`src/rtl/mbist_march_ctrl_if.sv`:
```
// Test-side bus of the March C- controller: start/status towards the test top,
// command/data towards the single-port memory under test.
interface mbist_march_ctrl_if #(
    parameter int DATA_WIDTH = 8,
    parameter int ADDR_WIDTH = 4,
    parameter int CNT_WIDTH  = 8
);
    logic                  start;
    logic                  mem_write_read;
    logic [ADDR_WIDTH-1:0] mem_address;
    logic [DATA_WIDTH-1:0] mem_wdata;
    logic [DATA_WIDTH-1:0] mem_rdata;
    logic                  busy;
    logic                  done;
    logic                  fail;
    logic [CNT_WIDTH-1:0]  fail_count;
    logic [ADDR_WIDTH-1:0] fail_addr;
    logic [2:0]            fail_elem;
    logic [DATA_WIDTH-1:0] fail_expected;
    logic [DATA_WIDTH-1:0] fail_actual;

    modport master (
        input  start, mem_rdata,
        output mem_write_read, mem_address, mem_wdata,
        output busy, done, fail, fail_count,
        output fail_addr, fail_elem, fail_expected, fail_actual
    );

    modport slave (
        output start, mem_rdata,
        input  mem_write_read, mem_address, mem_wdata,
        input  busy, done, fail, fail_count,
        input  fail_addr, fail_elem, fail_expected, fail_actual
    );
endinterface

```
`src/rtl/mbist_march_ctrl.sv`:
```
// March C- BIST controller: sweeps six elements over 0..CAPACITY, checks reads two cycles later.
// Run takes 6 + 10*(CAPACITY+1) + 2 busy cycles; start is ignored while busy.
module mbist_march_ctrl #(
    parameter int DATA_WIDTH = 8,
    parameter int ADDR_WIDTH = 4,
    parameter int CAPACITY   = 15,
    parameter int CNT_WIDTH  = 8
) (
    input  logic               clk,
    input  logic               rst,
    mbist_march_ctrl_if.master mbist
);
    typedef enum logic [2:0] {IDLE, SETUP, RD, WR, DRAIN, DONE} state_t;

    typedef struct packed {
        logic                  vld;
        logic [ADDR_WIDTH-1:0] addr;
        logic [2:0]            elem;
        logic [DATA_WIDTH-1:0] exp;
    } cmp_t;

    localparam logic [ADDR_WIDTH-1:0] CAP_A     = ADDR_WIDTH'(CAPACITY);
    localparam logic [2:0]            LAST_ELEM = 3'd5;
    localparam logic [DATA_WIDTH-1:0] ONES      = {DATA_WIDTH{1'b1}};
    localparam logic [DATA_WIDTH-1:0] ZEROS     = {DATA_WIDTH{1'b0}};

    function automatic logic is_down(input logic [2:0] e);
        return e >= 3'd3;
    endfunction

    function automatic logic [ADDR_WIDTH-1:0] first_addr(input logic [2:0] e);
        return is_down(e) ? CAP_A : {ADDR_WIDTH{1'b0}};
    endfunction

    function automatic logic [ADDR_WIDTH-1:0] last_addr(input logic [2:0] e);
        return is_down(e) ? {ADDR_WIDTH{1'b0}} : CAP_A;
    endfunction

    function automatic logic [DATA_WIDTH-1:0] wr_pat(input logic [2:0] e);
        return (e == 3'd1 || e == 3'd3) ? ONES : ZEROS;
    endfunction

    function automatic logic [DATA_WIDTH-1:0] rd_exp(input logic [2:0] e);
        return (e == 3'd2 || e == 3'd4) ? ONES : ZEROS;
    endfunction

    state_t                state_q, state_d;
    logic [2:0]            elem_q, elem_d;
    logic [ADDR_WIDTH-1:0] addr_q, addr_d;
    logic [DATA_WIDTH-1:0] wdata_q, wdata_d;
    logic                  drain_q, drain_d;
    cmp_t                  s1_q, s1_d, s2_q;
    logic                  fail_q;
    logic [CNT_WIDTH-1:0]  fail_count_q;
    logic [ADDR_WIDTH-1:0] fail_addr_q;
    logic [2:0]            fail_elem_q;
    logic [DATA_WIDTH-1:0] fail_exp_q, fail_act_q;

    logic rd_push, run_start, adv, mismatch;

    always_comb begin
        state_d   = state_q;
        elem_d    = elem_q;
        addr_d    = addr_q;
        wdata_d   = wdata_q;
        drain_d   = drain_q;
        rd_push   = 1'b0;
        run_start = 1'b0;
        adv       = 1'b0;

        case (state_q)
            IDLE, DONE: begin
                if (mbist.start) begin
                    state_d   = SETUP;
                    elem_d    = 3'd0;
                    addr_d    = first_addr(3'd0);
                    wdata_d   = wr_pat(3'd0);
                    run_start = 1'b1;
                end
            end
            SETUP: state_d = (elem_q == 3'd0) ? WR : RD;
            RD: begin
                rd_push = 1'b1;
                if (elem_q != LAST_ELEM) begin
                    state_d = WR;
                end else begin
                    adv = 1'b1;
                end
            end
            WR: adv = 1'b1;
            DRAIN: begin
                drain_d = 1'b1;
                if (drain_q) begin
                    drain_d = 1'b0;
                    state_d = DONE;
                end
            end
            default: state_d = IDLE;
        endcase

        // Terminal address is found by equality so CAPACITY need not be 2**ADDR_WIDTH-1.
        if (adv) begin
            if (addr_q == last_addr(elem_q)) begin
                if (elem_q == LAST_ELEM) begin
                    state_d = DRAIN;
                    drain_d = 1'b0;
                end else begin
                    elem_d  = elem_q + 3'd1;
                    state_d = SETUP;
                    addr_d  = first_addr(elem_q + 3'd1);
                    wdata_d = wr_pat(elem_q + 3'd1);
                end
            end else begin
                state_d = (elem_q == 3'd0) ? WR : RD;
                addr_d  = is_down(elem_q) ? addr_q - 1'b1 : addr_q + 1'b1;
            end
        end

        s1_d.vld  = rd_push;
        s1_d.addr = addr_q;
        s1_d.elem = elem_q;
        s1_d.exp  = rd_exp(elem_q);
    end

    assign mismatch = s2_q.vld && (mbist.mem_rdata != s2_q.exp);

    always_ff @(posedge clk) begin
        if (rst) begin
            state_q      <= IDLE;
            elem_q       <= 3'd0;
            addr_q       <= '0;
            wdata_q      <= '0;
            drain_q      <= 1'b0;
            s1_q         <= '0;
            s2_q         <= '0;
            fail_q       <= 1'b0;
            fail_count_q <= '0;
            fail_addr_q  <= '0;
            fail_elem_q  <= 3'd0;
            fail_exp_q   <= '0;
            fail_act_q   <= '0;
        end else begin
            state_q <= state_d;
            elem_q  <= elem_d;
            addr_q  <= addr_d;
            wdata_q <= wdata_d;
            drain_q <= drain_d;
            s1_q    <= s1_d;
            s2_q    <= s1_q;
            if (run_start) begin
                fail_q       <= 1'b0;
                fail_count_q <= '0;
                fail_addr_q  <= '0;
                fail_elem_q  <= 3'd0;
                fail_exp_q   <= '0;
                fail_act_q   <= '0;
            end else if (mismatch) begin
                fail_q <= 1'b1;
                if (fail_count_q != {CNT_WIDTH{1'b1}}) begin
                    fail_count_q <= fail_count_q + 1'b1;
                end
                if (!fail_q) begin
                    fail_addr_q <= s2_q.addr;
                    fail_elem_q <= s2_q.elem;
                    fail_exp_q  <= s2_q.exp;
                    fail_act_q  <= mbist.mem_rdata;
                end
            end
        end
    end

    assign mbist.mem_write_read = (state_q == WR);
    assign mbist.mem_address    = addr_q;
    assign mbist.mem_wdata      = wdata_q;
    assign mbist.busy           = (state_q == SETUP) || (state_q == RD) ||
                                  (state_q == WR)    || (state_q == DRAIN);
    assign mbist.done           = (state_q == DONE);
    assign mbist.fail           = fail_q;
    assign mbist.fail_count     = fail_count_q;
    assign mbist.fail_addr      = fail_addr_q;
    assign mbist.fail_elem      = fail_elem_q;
    assign mbist.fail_expected  = fail_exp_q;
    assign mbist.fail_actual    = fail_act_q;
endmodule

```
`src/flat_wrapper.sv`:
```
// flat-port wrapper written by rule: the top's interface ports become plain ports
module mbist_march_ctrl_flat 
#(
    parameter int DATA_WIDTH = 8,
    parameter int ADDR_WIDTH = 4,
    parameter int CAPACITY   = 15,
    parameter int CNT_WIDTH  = 8
)
  (clk, rst, mbist_start, mbist_mem_rdata, mbist_mem_write_read, mbist_mem_address, mbist_mem_wdata, mbist_busy, mbist_done, mbist_fail, mbist_fail_count, mbist_fail_addr, mbist_fail_elem, mbist_fail_expected, mbist_fail_actual);
  mbist_march_ctrl_if #(.DATA_WIDTH(DATA_WIDTH), .ADDR_WIDTH(ADDR_WIDTH), .CNT_WIDTH(CNT_WIDTH)) mbist_i ();
  input  logic clk;
  input  logic rst;
  input wire logic [$bits(mbist_i.start)-1:0] mbist_start;
  input wire logic [$bits(mbist_i.mem_rdata)-1:0] mbist_mem_rdata;
  output wire logic [$bits(mbist_i.mem_write_read)-1:0] mbist_mem_write_read;
  output wire logic [$bits(mbist_i.mem_address)-1:0] mbist_mem_address;
  output wire logic [$bits(mbist_i.mem_wdata)-1:0] mbist_mem_wdata;
  output wire logic [$bits(mbist_i.busy)-1:0] mbist_busy;
  output wire logic [$bits(mbist_i.done)-1:0] mbist_done;
  output wire logic [$bits(mbist_i.fail)-1:0] mbist_fail;
  output wire logic [$bits(mbist_i.fail_count)-1:0] mbist_fail_count;
  output wire logic [$bits(mbist_i.fail_addr)-1:0] mbist_fail_addr;
  output wire logic [$bits(mbist_i.fail_elem)-1:0] mbist_fail_elem;
  output wire logic [$bits(mbist_i.fail_expected)-1:0] mbist_fail_expected;
  output wire logic [$bits(mbist_i.fail_actual)-1:0] mbist_fail_actual;
  assign mbist_i.start = mbist_start;
  assign mbist_i.mem_rdata = mbist_mem_rdata;
  assign mbist_mem_write_read = mbist_i.mem_write_read;
  assign mbist_mem_address = mbist_i.mem_address;
  assign mbist_mem_wdata = mbist_i.mem_wdata;
  assign mbist_busy = mbist_i.busy;
  assign mbist_done = mbist_i.done;
  assign mbist_fail = mbist_i.fail;
  assign mbist_fail_count = mbist_i.fail_count;
  assign mbist_fail_addr = mbist_i.fail_addr;
  assign mbist_fail_elem = mbist_i.fail_elem;
  assign mbist_fail_expected = mbist_i.fail_expected;
  assign mbist_fail_actual = mbist_i.fail_actual;
  mbist_march_ctrl #(.DATA_WIDTH(DATA_WIDTH), .ADDR_WIDTH(ADDR_WIDTH), .CAPACITY(CAPACITY), .CNT_WIDTH(CNT_WIDTH)) u_core (.clk(clk), .rst(rst), .mbist(mbist_i));
endmodule
```
`config.mk`:
```
export PLATFORM = sky130hd
export DESIGN_NAME = mbist_march_ctrl_flat
export DESIGN_NICKNAME = d
export VERILOG_FILES = /design/src/rtl/mbist_march_ctrl_if.sv /design/src/rtl/mbist_march_ctrl.sv /design/src/flat_wrapper.sv
export SDC_FILE = /design/constraint.sdc
export NUM_CORES = 1
export LEC_CHECK = 0
export ABC_AREA = 1
export CORE_ASPECT_RATIO = 0.75
export CORE_MARGIN = 4
export CORE_UTILIZATION = 62
export DETAILED_ROUTE_END_ITERATION = 10
export DONT_BUFFER_PORTS = 1
export HOLD_SLACK_MARGIN = 0.08
export PLACE_DENSITY = 0.75
export SYNTH_ARGS = -nofsm -noshare
export SYNTH_HDL_FRONTEND = slang
export SYNTH_SLANG_ARGS = --single-unit
```
`constraint.sdc`:
```
create_clock -name clk -period 2.75 [get_ports clk]
set_input_delay 0.275 -clock clk [delete_from_list [all_inputs] [get_ports clk]]
set_output_delay 0.275 -clock clk [all_outputs]
set_load 0.05 [all_outputs]
```
==> impl_results.rst, run 1 <==
.. list-table::
   :header-rows: 1

   * - Metric
     - Value
   * - Post-synthesis simple-gate area fraction
     - 28.9%
   * - Area share of the largest cell type after synthesis
     - 43.8%
   * - Combinational family with the most area after synthesis
     - simple AND/OR/NAND/NOR gates
   * - Xor and xnor fraction of the mapped netlist area
     - 1.85%
   * - Startpoint of the most critical hold path
     - mbist_mem_rdata[1]
   * - Total Die Area
     - 5730 um2
   * - Total instance count after detailed placement
     - 425
   * - Area used by multi-input combinational logic
     - 1300 um2
   * - WP data required
     - 2.92 ns
   * - Count of non-filler cells in the finished layout
     - 442
   * - Final setup fails
     - 0
   * - Critical Path End Type
     - flip-flop
   * - RR Endpoint
     - u_core.mbist.mem_wdata[3]
   * - Sum of routed wire length over all layers
     - 5.74 mm
   * - Clock period minus final worst setup slack
     - 2.49 ns
   * - Total congestion overflow after global routing
     - 0
   * - Clock Path Buffers
     - 2
   * - FMAX
     - 402 MHz
   * - Fin Hold WS
     - 0.105 ns
   * - Detailed-route vias per instance
     - 5.34
   * - Reg-to-reg slack, setup
     - 0.26 ns
   * - Adder-Cell Fraction of Synth Area
     - 4.68%
   * - Std-Cell Rows
     - 21
   * - Post-CTS setup buffer count
     - 0
   * - Detailed Routing Iterations Pass 1
     - 5
   * - Sequential fraction of the synthesis area
     - 43.8%
   * - Relative slew margins
     - 25.7%
   * - Number of stages on the worst hold path
     - 2
   * - Average size of a mapped cell
     - 7.54 um2
   * - Most frequent standard cell in the layout excluding fill and tap cells
     - sky130_fd_sc_hd__nand2_1
   * - Leakage power summed over all cells
     - 1.28 nW
   * - Mux contribution to synthesized area
     - 0%
   * - Htree depth
     - 3
   * - Inserted Diodes
     - 0
   * - Highest ir drop seen on vdd
     - 0.000417 V
   * - Clock edge transition at the registers on the reported setup and hold paths
     - 0.07 ns
   * - Post-synthesis to final-layout area growth
     - 9.40%
   * - Cells taking the most area after synthesis
     - sky130_fd_sc_hd__dfxtp_1 (44%), sky130_fd_sc_hd__nand2_1 (9.1%), sky130_fd_sc_hd__nand3_1 (7.8%), sky130_fd_sc_hd__a21oi_1 (6.7%), sky130_fd_sc_hd__nor2_1 (6.4%)
   * - CTS root buf
     - sky130_fd_sc_hd__clkbuf_8
   * - Post-synthesis compound-gate area fraction
     - 10.3%
   * - Crit share post-route
     - 90.4%
   * - Total routing usage reported by global routing
     - 20.5%
   * - Largest fanout on the critical path
     - 13
   * - Clk sink count
     - 62
   * - Area occupied by registers
     - 1240 um2
   * - Count of cell types in the netlist
     - 33
   * - TritonCTS Buffers
     - 9
   * - Worst Tran Pin Value
     - 1.11 ns
   * - Max Cap Viol
     - 0
   * - Post-Place Setup Slack
     - 0.317 ns
   * - Result of the run
     - finished clean
   * - TritonCTS clock tree
     - done
   * - Hold violation total from the final report
     - 0
   * - Hold worst-path end
     - u_core.mbist.fail_actual[1]
   * - Type of origin of the critical path
     - flip-flop
   * - Class of the most critical hold timing path
     - input pin to flip-flop
   * - Remaining antenna violation count
     - 0
   * - Via Count
     - 2,360
   * - Worst Setup Slack, final
     - 0.264 ns
   * - Net count after synthesis
     - 397
   * - Cell type contributing the most total cell area after synthesis
     - sky130_fd_sc_hd__dfxtp_1
   * - Launch point of the worst path
     - u_core.elem_q[2]
   * - Data arrival time of the critical path
     - 2.65 ns
   * - Fillers
     - 392
   * - # nets final
     - 401
   * - Number of pins with negative max-slew slack in the final report
     - 0
   * - Drc violations
     - 0
   * - DRC marker count from the first detailed-route iteration
     - 179
   * - Average wire per cell in the routed design
     - 13.0 um
   * - Wire length of the first global-routing pass
     - 9.07 mm
   * - Worst path slowest cell
     - sky130_fd_sc_hd__dfxtp_1
   * - Syn. warnings
     - 0
   * - Final worst clock skew
     - 0.00626 ns
   * - Die height
     - 66.6 um
   * - Number of antenna violations at the first check in global routing
     - 0
   * - Critical path buffer and inverter count
     - 1
   * - Cts repair resizes
     - 0
   * - Launch instance of the worst register-to-register path
     - u_core.elem_q[2]
   * - Via count of the first global-routing pass
     - 1,999
   * - Pin count of the biggest net entering global routing
     - 29
   * - Final estimated routing congestion in global placement
     - 0.844
   * - Critical setup path kind
     - flip-flop to flip-flop
   * - Power per cell area
     - 630 nW/um2
   * - Horizontal extent of the die
     - 86.1 um
   * - Core ar.
     - 4440 um2
   * - Post-synthesis sequential element count
     - 62
   * - Total Neg Setup Slack
     - 0 ns
   * - R2R depth
     - 12
   * - Count of input and output buffers
     - 0
   * - Layout cell share with drive strength beyond 1
     - 11.7%
   * - Cell Area, Synth
     - 2840 um2
   * - Post-Synthesis Cells
     - 376
   * - Largest delay contributor family on the critical path
     - simple AND/OR/NAND/NOR gates
   * - Most used cells in the layout excluding fill and tap cells
     - sky130_fd_sc_hd__nand2_1 (69), sky130_fd_sc_hd__dfxtp_1 (61), sky130_fd_sc_hd__nor2_1 (48), sky130_fd_sc_hd__nand3_1 (44), sky130_fd_sc_hd__inv_1 (40)
   * - Cell Chain, Critical Path
     - inv_1 -> ha_1 -> nor2_2 -> nand2_2 -> ha_1 -> nand2_1 -> nor2_1 -> nand2_2 -> nand2_4 -> nand3_4 -> nand3_1 -> a21oi_1
   * - RSZ-0062 raised after global routing
     - no
   * - Latest clock arrival within the worst-skew pair
     - 0.33 ns
   * - Detail Placement HPWL
     - 3.94 mm
   * - Worst stage delay on the critical path
     - 0.49 ns
   * - Starting utilization of the core area
     - 63.8%
   * - Ports placed on the boundary
     - 58
## cell usage after synthesis
master	number
sky130_fd_sc_hd__nand2_1	69
sky130_fd_sc_hd__dfxtp_1	62
sky130_fd_sc_hd__nor2_1	48
sky130_fd_sc_hd__nand3_1	44
sky130_fd_sc_hd__inv_1	40
sky130_fd_sc_hd__a21oi_1	38
sky130_fd_sc_hd__buf_4	11
sky130_fd_sc_hd__ha_1	9
sky130_fd_sc_hd__o21ai_0	8
sky130_fd_sc_hd__buf_2	6
sky130_fd_sc_hd__xor2_1	5
sky130_fd_sc_hd__clkbuf_1	4
sky130_fd_sc_hd__nor2_2	4
sky130_fd_sc_hd__nand2_2	3
sky130_fd_sc_hd__nand4_1	3
sky130_fd_sc_hd__nor3_1	3
sky130_fd_sc_hd__a21oi_2	2
sky130_fd_sc_hd__nand2_4	2
sky130_fd_sc_hd__a21oi_4	1
sky130_fd_sc_hd__a22oi_1	1
sky130_fd_sc_hd__buf_6	1
sky130_fd_sc_hd__clkinv_1	1
sky130_fd_sc_hd__fa_1	1
sky130_fd_sc_hd__inv_2	1
sky130_fd_sc_hd__nand3_4	1
sky130_fd_sc_hd__nand3b_1	1
sky130_fd_sc_hd__nand4_4	1
sky130_fd_sc_hd__nor3b_1	1
sky130_fd_sc_hd__o211ai_1	1
sky130_fd_sc_hd__o21ai_1	1
sky130_fd_sc_hd__o21ai_2	1
sky130_fd_sc_hd__or2_0	1
sky130_fd_sc_hd__xnor2_1	1
## state kept, by name, summed over array words and instances, names as in the netlist
| name | cells |
|---|---|
| u_core.s1_q | 9 |
| u_core.s2_q | 9 |
| u_core.mbist.fail_actual | 8 |
| u_core.mbist.fail_count | 8 |
| u_core.mbist.mem_wdata | 8 |
| u_core.mbist.fail_addr | 4 |
| u_core.mbist.mem_address | 4 |
| u_core.elem_q | 3 |
| u_core.mbist.fail_elem | 3 |
| u_core.state_q | 3 |
| u_core.drain_q | 1 |
| u_core.mbist.fail | 1 |
| u_core.mbist.fail_expected | 1 |
## stage by stage
stage | utilization [%] | total power [mW] | instance area [um2]
finish | 69.9 | 1.95 | 3100
global placement | 64.8 | 1.10 | 2880
detailed placement | 64.8 | 1.10 | 2880
global route | 69.9 | 2.02 | 3100
CTS | 69.9 | 1.97 | 3100
floorplan | - | 1.08 | 2840
## power breakdown
part           leakage, nW  internal, mW  switching (mW)
Sequential           0.502         0.913          0.0211
Clock                0.110         0.533           0.330
Combinational        0.665        0.0381           0.119
## layer usage
layer	wire length (um)	GRT usage [%]	share of wire, %	up-vias
li1	-	-	-	1211
met1	2680	26.0	47	1065
met2	2560	31.7	45	74
met3	439	7.17	7.6	10
met4	63	8.89	1.1	0
met5	0	0	0	-
## how the worst max path moves through the flow
stage | end | slack [ns] | depth (start not counted)
global route | u_core.mbist.mem_wdata[7] | 0.05 | 12
floorplan | u_core.mbist.mem_wdata[0] | 0.56 | 13
finish | u_core.mbist.mem_wdata[3] | 0.26 | 12
detailed placement | u_core.elem_q[0] | 0.32 | 14
CTS | u_core.mbist.mem_wdata[3] | 0.27 | 12
global placement | u_core.elem_q[0] | 0.44 | 14
## logic make-up after synthesis
| family | Yosys count |
|---|---|
| and+or+nand+nor | 181 |
| xor gates and xnor gates | 6 |
| adders and majority gates | 10 |
| AOI/OAI and AO/OA | 53 |
| buffers and inverters | 64 |
| DFF | 62 |
## final cells by class
type	count	share of cell area, %
multi-input combinational	250	41.8
tap	57	2.30
timing repair buffer	15	3.71
clock buffer	12	4.68
clock inverter	4	2.26
inverter	42	5.08
sequential	62	40.1
## timing repair
item                       in CTS  in global routing
hold endpoints to repair       28                  0
hold buffers                    1                  0
setup endpoints to repair       0                  0
## worst register-to-register path, stage by stage, from the launching register on
cell	delay (ns)
sky130_fd_sc_hd__dfxtp_1	0.49
sky130_fd_sc_hd__inv_1	0.16
sky130_fd_sc_hd__ha_1	0.24
sky130_fd_sc_hd__nor2_2	0.10
sky130_fd_sc_hd__nand2_2	0.10
sky130_fd_sc_hd__ha_1	0.34
sky130_fd_sc_hd__nand2_1	0.08
sky130_fd_sc_hd__nor2_1	0.18
sky130_fd_sc_hd__nand2_2	0.11
sky130_fd_sc_hd__nand2_4	0.14
sky130_fd_sc_hd__nand3_4	0.18
sky130_fd_sc_hd__nand3_1	0.12
sky130_fd_sc_hd__a21oi_1	0.08
(Power assumes the default switching activity.)
==> inputs of run 2 (changes only) <==
--- a/config.mk
+++ b/config.mk
@@ -6,13 +6,14 @@
 export NUM_CORES = 1
 export LEC_CHECK = 0
 export ABC_AREA = 1
-export CORE_ASPECT_RATIO = 0.75
+export CORE_ASPECT_RATIO = 1.75
 export CORE_MARGIN = 4
 export CORE_UTILIZATION = 62
 export DETAILED_ROUTE_END_ITERATION = 10
 export DONT_BUFFER_PORTS = 1
 export HOLD_SLACK_MARGIN = 0.08
 export PLACE_DENSITY = 0.75
+export SLEW_MARGIN = 20
 export SYNTH_ARGS = -nofsm -noshare
 export SYNTH_HDL_FRONTEND = slang
 export SYNTH_SLANG_ARGS = --single-unit
==> run 2 against run 1 <==
Critical path depth stayed put. Worst setup slack better by 0.064 ns. Largest power group unchanged. Non-clock buffer count unchanged. Highest routed layer unchanged. Combinational power hardly changed. Largest cell class unchanged. Die area is 0.55% higher.
==> impl_results.rst, run 2 (same netlist as run 1, synthesis figures left out) <==
.. list-table::
   :header-rows: 1

   * - Metric
     - Value
   * - Final estimated routing congestion in global placement
     - 0.893
   * - Relative slew margins
     - 36.2%
   * - Total routing usage reported by global routing
     - 21.3%
   * - Core ar.
     - 4400 um2
   * - Highest ir drop seen on vdd
     - 0.000717 V
   * - FMAX
     - 413 MHz
   * - Combinational share of power
     - 8.9%
   * - Number of pins with negative max-slew slack in the final report
     - 0
   * - Clock Path Buffers
     - 2
   * - Post-layout power
     - 1.74 mW
   * - Number of antenna violations at the first check in global routing
     - 0
   * - Drc violations
     - 0
   * - TritonCTS Buffers
     - 9
   * - Number of stages on the worst hold path
     - 2
   * - Sum of routed wire length over all layers
     - 5.73 mm
   * - Hold violation total from the final report
     - 0
   * - Data arrival time of the critical path
     - 2.59 ns
   * - Type of origin of the critical path
     - flip-flop
   * - Startpoint of the most critical hold path
     - mbist_mem_rdata[4]
   * - Clock network fraction of total power
     - 37.5%
   * - Crit share post-route
     - 88.1%
   * - Std-Cell Rows
     - 32
   * - Met1 routed wirelength after detailed routing
     - 2.13 mm
   * - Clk sink count
     - 62
   * - Reg-to-reg slack, setup
     - 0.33 ns
   * - Detailed-route vias per instance
     - 5.34
   * - Inserted Diodes
     - 0
   * - Internal power
     - 1.27 mW
   * - Most used cells in the layout excluding fill and tap cells
     - sky130_fd_sc_hd__nand2_1 (69), sky130_fd_sc_hd__dfxtp_1 (61), sky130_fd_sc_hd__nor2_1 (48), sky130_fd_sc_hd__nand3_1 (44), sky130_fd_sc_hd__inv_1 (40)
   * - Wire length of the first global-routing pass
     - 9.61 mm
   * - Layout cell share with drive strength beyond 1
     - 11.2%
   * - Count of input and output buffers
     - 0
   * - Share of power burned in registers
     - 53.6%
   * - Total congestion overflow after global routing
     - 0
   * - Sum of met2 wire segment lengths after detailed routing
     - 3.23 mm
   * - TritonCTS clock tree
     - done
   * - Remaining antenna violation count
     - 0
   * - Total Neg Setup Slack
     - 0 ns
   * - Worst Tran Pin Value
     - 0.954 ns
   * - Critical setup path kind
     - flip-flop to flip-flop
   * - Final setup fails
     - 0
   * - Final worst clock skew
     - 0.00579 ns
   * - Launch instance of the worst register-to-register path
     - u_core.elem_q[2]
   * - Most frequent standard cell in the layout excluding fill and tap cells
     - sky130_fd_sc_hd__nand2_1
   * - # nets final
     - 401
   * - Starting utilization of the core area
     - 64.4%
   * - Regs by FF count
     - u_core.s1_q: 9 flops, u_core.s2_q: 9 flops
   * - Class of the most critical hold timing path
     - input pin to flip-flop
   * - Htree depth
     - 3
   * - R2R depth
     - 12
   * - Met3 wirelength from detailed routing
     - 273 um
   * - Detail Placement HPWL
     - 4.15 mm
   * - Hold worst-path end
     - u_core.mbist.fail_actual[4]
   * - Via Count
     - 2,330
   * - Average wire per cell in the routed design
     - 13.1 um
   * - Clock period minus final worst setup slack
     - 2.42 ns
   * - Cts repair resizes
     - 0
   * - Post-synthesis to final-layout area growth
     - 7.24%
   * - Clock edge transition at the registers on the reported setup and hold paths
     - 0.07 ns
   * - Power per cell area
     - 573 nW/um2
   * - Switching part of the total power
     - 26.9%
   * - DRC marker count from the first detailed-route iteration
     - 109
   * - Post-CTS setup buffer count
     - 0
   * - Top metal layer carrying routed signals
     - met4
   * - Worst Setup Slack, final
     - 0.328 ns
   * - Pin count of the biggest net entering global routing
     - 28
   * - Total Die Area
     - 5760 um2
   * - Leakage power summed over all cells
     - 1.25 nW
   * - Switching power
     - 0.469 mW
   * - Fin Hold WS
     - 0.112 ns
   * - Detailed Routing Iterations Pass 1
     - 4
   * - Latest clock arrival within the worst-skew pair
     - 0.32 ns
   * - Largest fanout on the critical path
     - 13
   * - WP data required
     - 2.91 ns
   * - RR Endpoint
     - u_core.mbist.mem_wdata[6]
   * - Horizontal extent of the die
     - 59.1 um
   * - Max Cap Viol
     - 0
   * - Via count of the first global-routing pass
     - 2,195
   * - CTS root buf
     - sky130_fd_sc_hd__clkbuf_8
   * - Post-Place Setup Slack
     - 0.356 ns
   * - RSZ-0062 raised after global routing
     - no
   * - Final core area utilization
     - 69.0%
   * - Result of the run
     - finished clean
   * - Ports placed on the boundary
     - 58
   * - Critical Path End Type
     - flip-flop
   * - Die height
     - 97.5 um
-- run 2: cell count changes in the layout (fill, tap and decap cells not counted) --
cell                            delta
sky130_fd_sc_hd__buf_4             -1
sky130_fd_sc_hd__bufinv_16         -2
sky130_fd_sc_hd__clkbuf_1          +1
sky130_fd_sc_hd__clkbuf_8          -1
sky130_fd_sc_hd__clkinv_2          +1
sky130_fd_sc_hd__clkinv_4          +1
sky130_fd_sc_hd__dlygate4sd3_1     +1
-- run 2: critical path, stage by stage, from the launching register on --
cell	delay (ns)
sky130_fd_sc_hd__dfxtp_1	0.48
sky130_fd_sc_hd__inv_1	0.15
sky130_fd_sc_hd__ha_1	0.23
sky130_fd_sc_hd__nor2_2	0.09
sky130_fd_sc_hd__nand2_2	0.10
sky130_fd_sc_hd__ha_1	0.34
sky130_fd_sc_hd__nand2_1	0.07
sky130_fd_sc_hd__nor2_1	0.09
sky130_fd_sc_hd__nand3_1	0.15
sky130_fd_sc_hd__nand2_4	0.18
sky130_fd_sc_hd__nand3_4	0.18
sky130_fd_sc_hd__nand3_1	0.12
sky130_fd_sc_hd__a21oi_1	0.08
-- run 2: what timing repair did --
action                                 4_1_cts  5_1_grt
hold buffers                                 2        0
setup endpoints to repair                    0        0
endpoints found under the hold margin       27        0
-- run 2: per-layer routing --
| metal | global-route usage, % | vias to the layer above |
|---|---|---|
| met2 | 38.9 | 50 |
| li1 | - | 1209 |
| met3 | 5.19 | 9 |
| met4 | 8.73 | 0 |
| met1 | 22.0 | 1062 |
| met5 | 0 | - |
-- run 2: area by class of cell --
| cell class | count | area, um2 |
|---|---|---|
| Clock buffer | 12 | 135 |
| Clock inverter | 4 | 23.8 |
| Fill cell | 400 | 1360 |
| Inverter | 42 | 158 |
| Multi-Input combinational cell | 250 | 1300 |
| Sequential cell | 62 | 1240 |
| Tap cell | 51 | 63.8 |
| Timing Repair Buffer | 15 | 118 |
-- run 2: metrics by stage --
step                instance area [um2]  instances
floorplan                          2840        376
global placement                   2860        418
detailed placement                 2860        418
CTS                                3040        436
global route                       3040        436
finish                             3040        436
-- run 2: worst max-delay path by stage --
stage	from	to	slack (ns)	cells past startpoint
final	u_core.elem_q[2]	u_core.mbist.mem_wdata[6]	0.33	12
after detailed placement	u_core.elem_q[2]	u_core.elem_q[0]	0.36	14
after global routing	u_core.elem_q[2]	u_core.mbist.mem_wdata[1]	0.13	12
after CTS	u_core.elem_q[2]	u_core.mbist.mem_wdata[6]	0.31	12
after global placement	u_core.elem_q[2]	u_core.elem_q[0]	0.44	14
after floorplan	u_core.elem_q[2]	u_core.mbist.mem_wdata[0]	0.56	13
-- run 2: power groups by stage --
stage               clock (mW)  combinational [mW]  sequential [mW]
finish                   0.655               0.155            0.934
floorplan                    0               0.130            0.953
detailed placement           0               0.148            0.954
CTS                      0.668               0.157            0.934
global route             0.708               0.174            0.935
global placement             0               0.145            0.954
==> inputs of run 3 (changes only) <==
==> constraint.sdc (replaced) <==
create_clock -name clk -period 2.25 [get_ports clk]
set_input_delay 0.225 -clock clk [delete_from_list [all_inputs] [get_ports clk]]
set_output_delay 0.225 -clock clk [all_outputs]
set_load 0.05 [all_outputs]
==> run 3 against run 2 <==
Register-to-register slack worse by 0.31 ns. Sequential power up 22%. Critical path depth up 1. Final area up 16%. Die area unchanged. Total power up 44%. Critical endpoint is now u_core.mbist.mem_address[3].
==> impl_results.rst, run 3 (same netlist as run 1, synthesis figures left out) <==
.. list-table::
   :header-rows: 1

   * - Metric
     - Value
   * - Pin count of the biggest net entering global routing
     - 25
   * - Launch instance of the worst register-to-register path
     - u_core.elem_q[0]
   * - Final estimated routing congestion in global placement
     - 0.947
   * - Crit share post-route
     - 99.0%
   * - Most used cells in the layout excluding fill and tap cells
     - sky130_fd_sc_hd__nand2_1 (67), sky130_fd_sc_hd__dfxtp_1 (60), sky130_fd_sc_hd__nor2_1 (46), sky130_fd_sc_hd__nand3_1 (43), sky130_fd_sc_hd__inv_1 (40)
   * - Regs by FF count
     - u_core.s1_q: 9 flops, u_core.s2_q: 9 flops
   * - Max Cap Viol
     - 0
   * - Met2 track demand over resource in global routing
     - 48.3%
   * - Count of input and output buffers
     - 0
   * - Most frequent standard cell in the layout excluding fill and tap cells
     - sky130_fd_sc_hd__nand2_1
   * - Final worst clock skew
     - 0.00450 ns
   * - TritonCTS Buffers
     - 9
   * - Critical Path End Type
     - flip-flop
   * - Worst path slowest cell
     - sky130_fd_sc_hd__dfxtp_2
   * - Post-Place Setup Slack
     - 0.0291 ns
   * - Leakage power summed over all cells
     - 1.50 nW
   * - CTS root buf
     - sky130_fd_sc_hd__clkbuf_8
   * - Via count of the first global-routing pass
     - 2,530
   * - End point of the critical path
     - u_core.mbist.mem_address[3]
   * - Total congestion overflow after global routing
     - 0
   * - Detailed Routing Iterations Pass 1
     - 6
   * - Reg-to-reg slack, setup
     - 0.02 ns
   * - Average wire per cell in the routed design
     - 15.5 um
   * - Total Neg Setup Slack
     - 0 ns
   * - Met3 Usage GRT
     - 7.31%
   * - Detailed-route vias per instance
     - 5.56
   * - Final instance area
     - 3530 um2
   * - Largest fanout on the critical path
     - 5
   * - Worst Tran Pin Value
     - 0.657 ns
   * - Core ar.
     - 4400 um2
   * - Inserted Diodes
     - 0
   * - Stages on the worst setup path
     - 13
   * - Drc violations
     - 0
   * - Ports placed on the boundary
     - 58
   * - Number of antenna violations at the first check in global routing
     - 0
   * - Data arrival time of the critical path
     - 2.47 ns
   * - Type of origin of the critical path
     - flip-flop
   * - Class of the most critical hold timing path
     - input pin to flip-flop
   * - Detail Placement HPWL
     - 4.43 mm
   * - Count of non-filler cells in the finished layout
     - 469
   * - Wire length of the first global-routing pass
     - 11.4 mm
   * - Total routing usage reported by global routing
     - 25.9%
   * - Placed Area
     - 2930 um2
   * - Worst stage delay on the critical path
     - 0.35 ns
   * - Latest clock arrival within the worst-skew pair
     - 0.35 ns
   * - DRC marker count from the first detailed-route iteration
     - 157
   * - TritonCTS clock tree
     - done
   * - GRT met1 Usage
     - 25.2%
   * - Number of pins with negative max-slew slack in the final report
     - 0
   * - RR Endpoint
     - u_core.mbist.mem_address[3]
   * - Area used by multi-input combinational logic
     - 1410 um2
   * - Starting utilization of the core area
     - 64.4%
   * - Std-Cell Rows
     - 32
   * - Total instance count after detailed placement
     - 426
   * - Launch point of the worst path
     - u_core.elem_q[0]
   * - Clk sink count
     - 62
   * - Area occupied by registers
     - 1250 um2
   * - Highest ir drop seen on vdd
     - 0.000692 V
   * - Cell Chain, Critical Path
     - ha_1 -> ha_1 -> nor2_2 -> nand2_2 -> ha_4 -> nand2_4 -> nor2_4 -> nand3_4 -> nand2_8 -> buf_4 -> nand2_1 -> nor2_1 -> nor2_1
   * - RSZ-0062 raised after global routing
     - yes
   * - Via Count
     - 2,609
   * - Most used routing layer in global routing
     - met2
   * - Critical setup path kind
     - flip-flop to flip-flop
   * - Worst Setup Slack, final
     - 0.0225 ns
   * - Htree depth
     - 3
   * - Die height
     - 97.5 um
   * - Clock Path Buffers
     - 2
   * - Power per cell area
     - 713 nW/um2
   * - FMAX
     - 449 MHz
   * - Critical path buffer and inverter count
     - 1
   * - Remaining antenna violation count
     - 0
   * - Fillers
     - 284
   * - Sum of routed wire length over all layers
     - 7.29 mm
   * - Total Die Area
     - 5760 um2
   * - Horizontal extent of the die
     - 59.1 um
   * - WP data required
     - 2.49 ns
   * - Final core area utilization
     - 80.1%
   * - Result of the run
     - finished clean
   * - Post-synthesis to final-layout area growth
     - 24.4%
   * - Clock edge transition at the registers on the reported setup and hold paths
     - 0.07 ns
   * - Final setup fails
     - 0
   * - R2R depth
     - 13
   * - Clock period minus final worst setup slack
     - 2.23 ns
   * - Relative slew margins
     - 56.0%
   * - # nets final
     - 434
   * - Largest delay contributor family on the critical path
     - simple AND/OR/NAND/NOR gates
   * - Layout cell share with drive strength beyond 1
     - 16.3%
   * - Hold violation total from the final report
     - 0
## run 3: changes by cell type in the layout (fill, tap and decap cells not counted), sizes merged
cell / previous run / this run
clkbuf: 12 / 11
nand3: 45 / 46
nand2: 74 / 75
dlygate4sd3: 2 / 23
buf: 13 / 23
clkinvlp: 0 / 1
clkinv: 5 / 3
bufinv: 0 / 2
## run 3: worst min-delay path, stage by stage
cell,delay (ns)
sky130_fd_sc_hd__inv_1,0.12
sky130_fd_sc_hd__nand2_1,0.11
sky130_fd_sc_hd__nor2_1,0.04
## run 3: timing repair
item,4_1_cts,5_1_grt
hold buffers,23,0
hold endpoints to repair,37,0
gates resized for setup,1,17
buffers inserted,0,2
setup endpoints to repair,2,19
pin swaps,1,6
cloned,1,1
## run 3: worst min-delay path by stage
stage | startpoint | end | slack (ns) | cells after the start
floorplan | rst | u_core.mbist.fail_count[6] | 0.39 | 3
detailed placement | rst | u_core.s2_q[13] | 0.30 | 1
finish | rst | u_core.drain_q | 0.19 | 3
global route | rst | u_core.mbist.mem_address[0] | 0.20 | 3
global placement | rst | u_core.s1_q[13] | 0.30 | 1
CTS | rst | u_core.drain_q | 0.18 | 3
## run 3: where the power goes
group	total, mW	internal, mW	switching (mW)
clock	1.14	0.684	0.460
sequential	1.14	1.12	0.0231
combinational	0.235	0.0725	0.163
## run 3: final cells by class
class,instances,share of cell area (%)
multi-input combinational,252,40.0
sequential,62,35.3
timing repair buffer,46,11.8
inverter,42,4.47
clock buffer,11,4.29
clock inverter,5,2.30
tap,51,1.81
## run 3: per-stage QoR
stage                     hold slack, ns  power, mW
after global routing               0.200       2.59
after detailed placement           0.300       1.36
after CTS                          0.181       2.50
final                              0.192       2.52
after global placement             0.299       1.35
after floorplan                    0.387       1.32
## run 3: metal layers
layer  up-vias  part of all wire [%]  wire length [um]
met4         0                   1.8               129
met1      1239                    36              2620
li1       1280                     -                 -
met3        17                   5.9               427
met2        73                    56              4100
met5         -                     0                 0
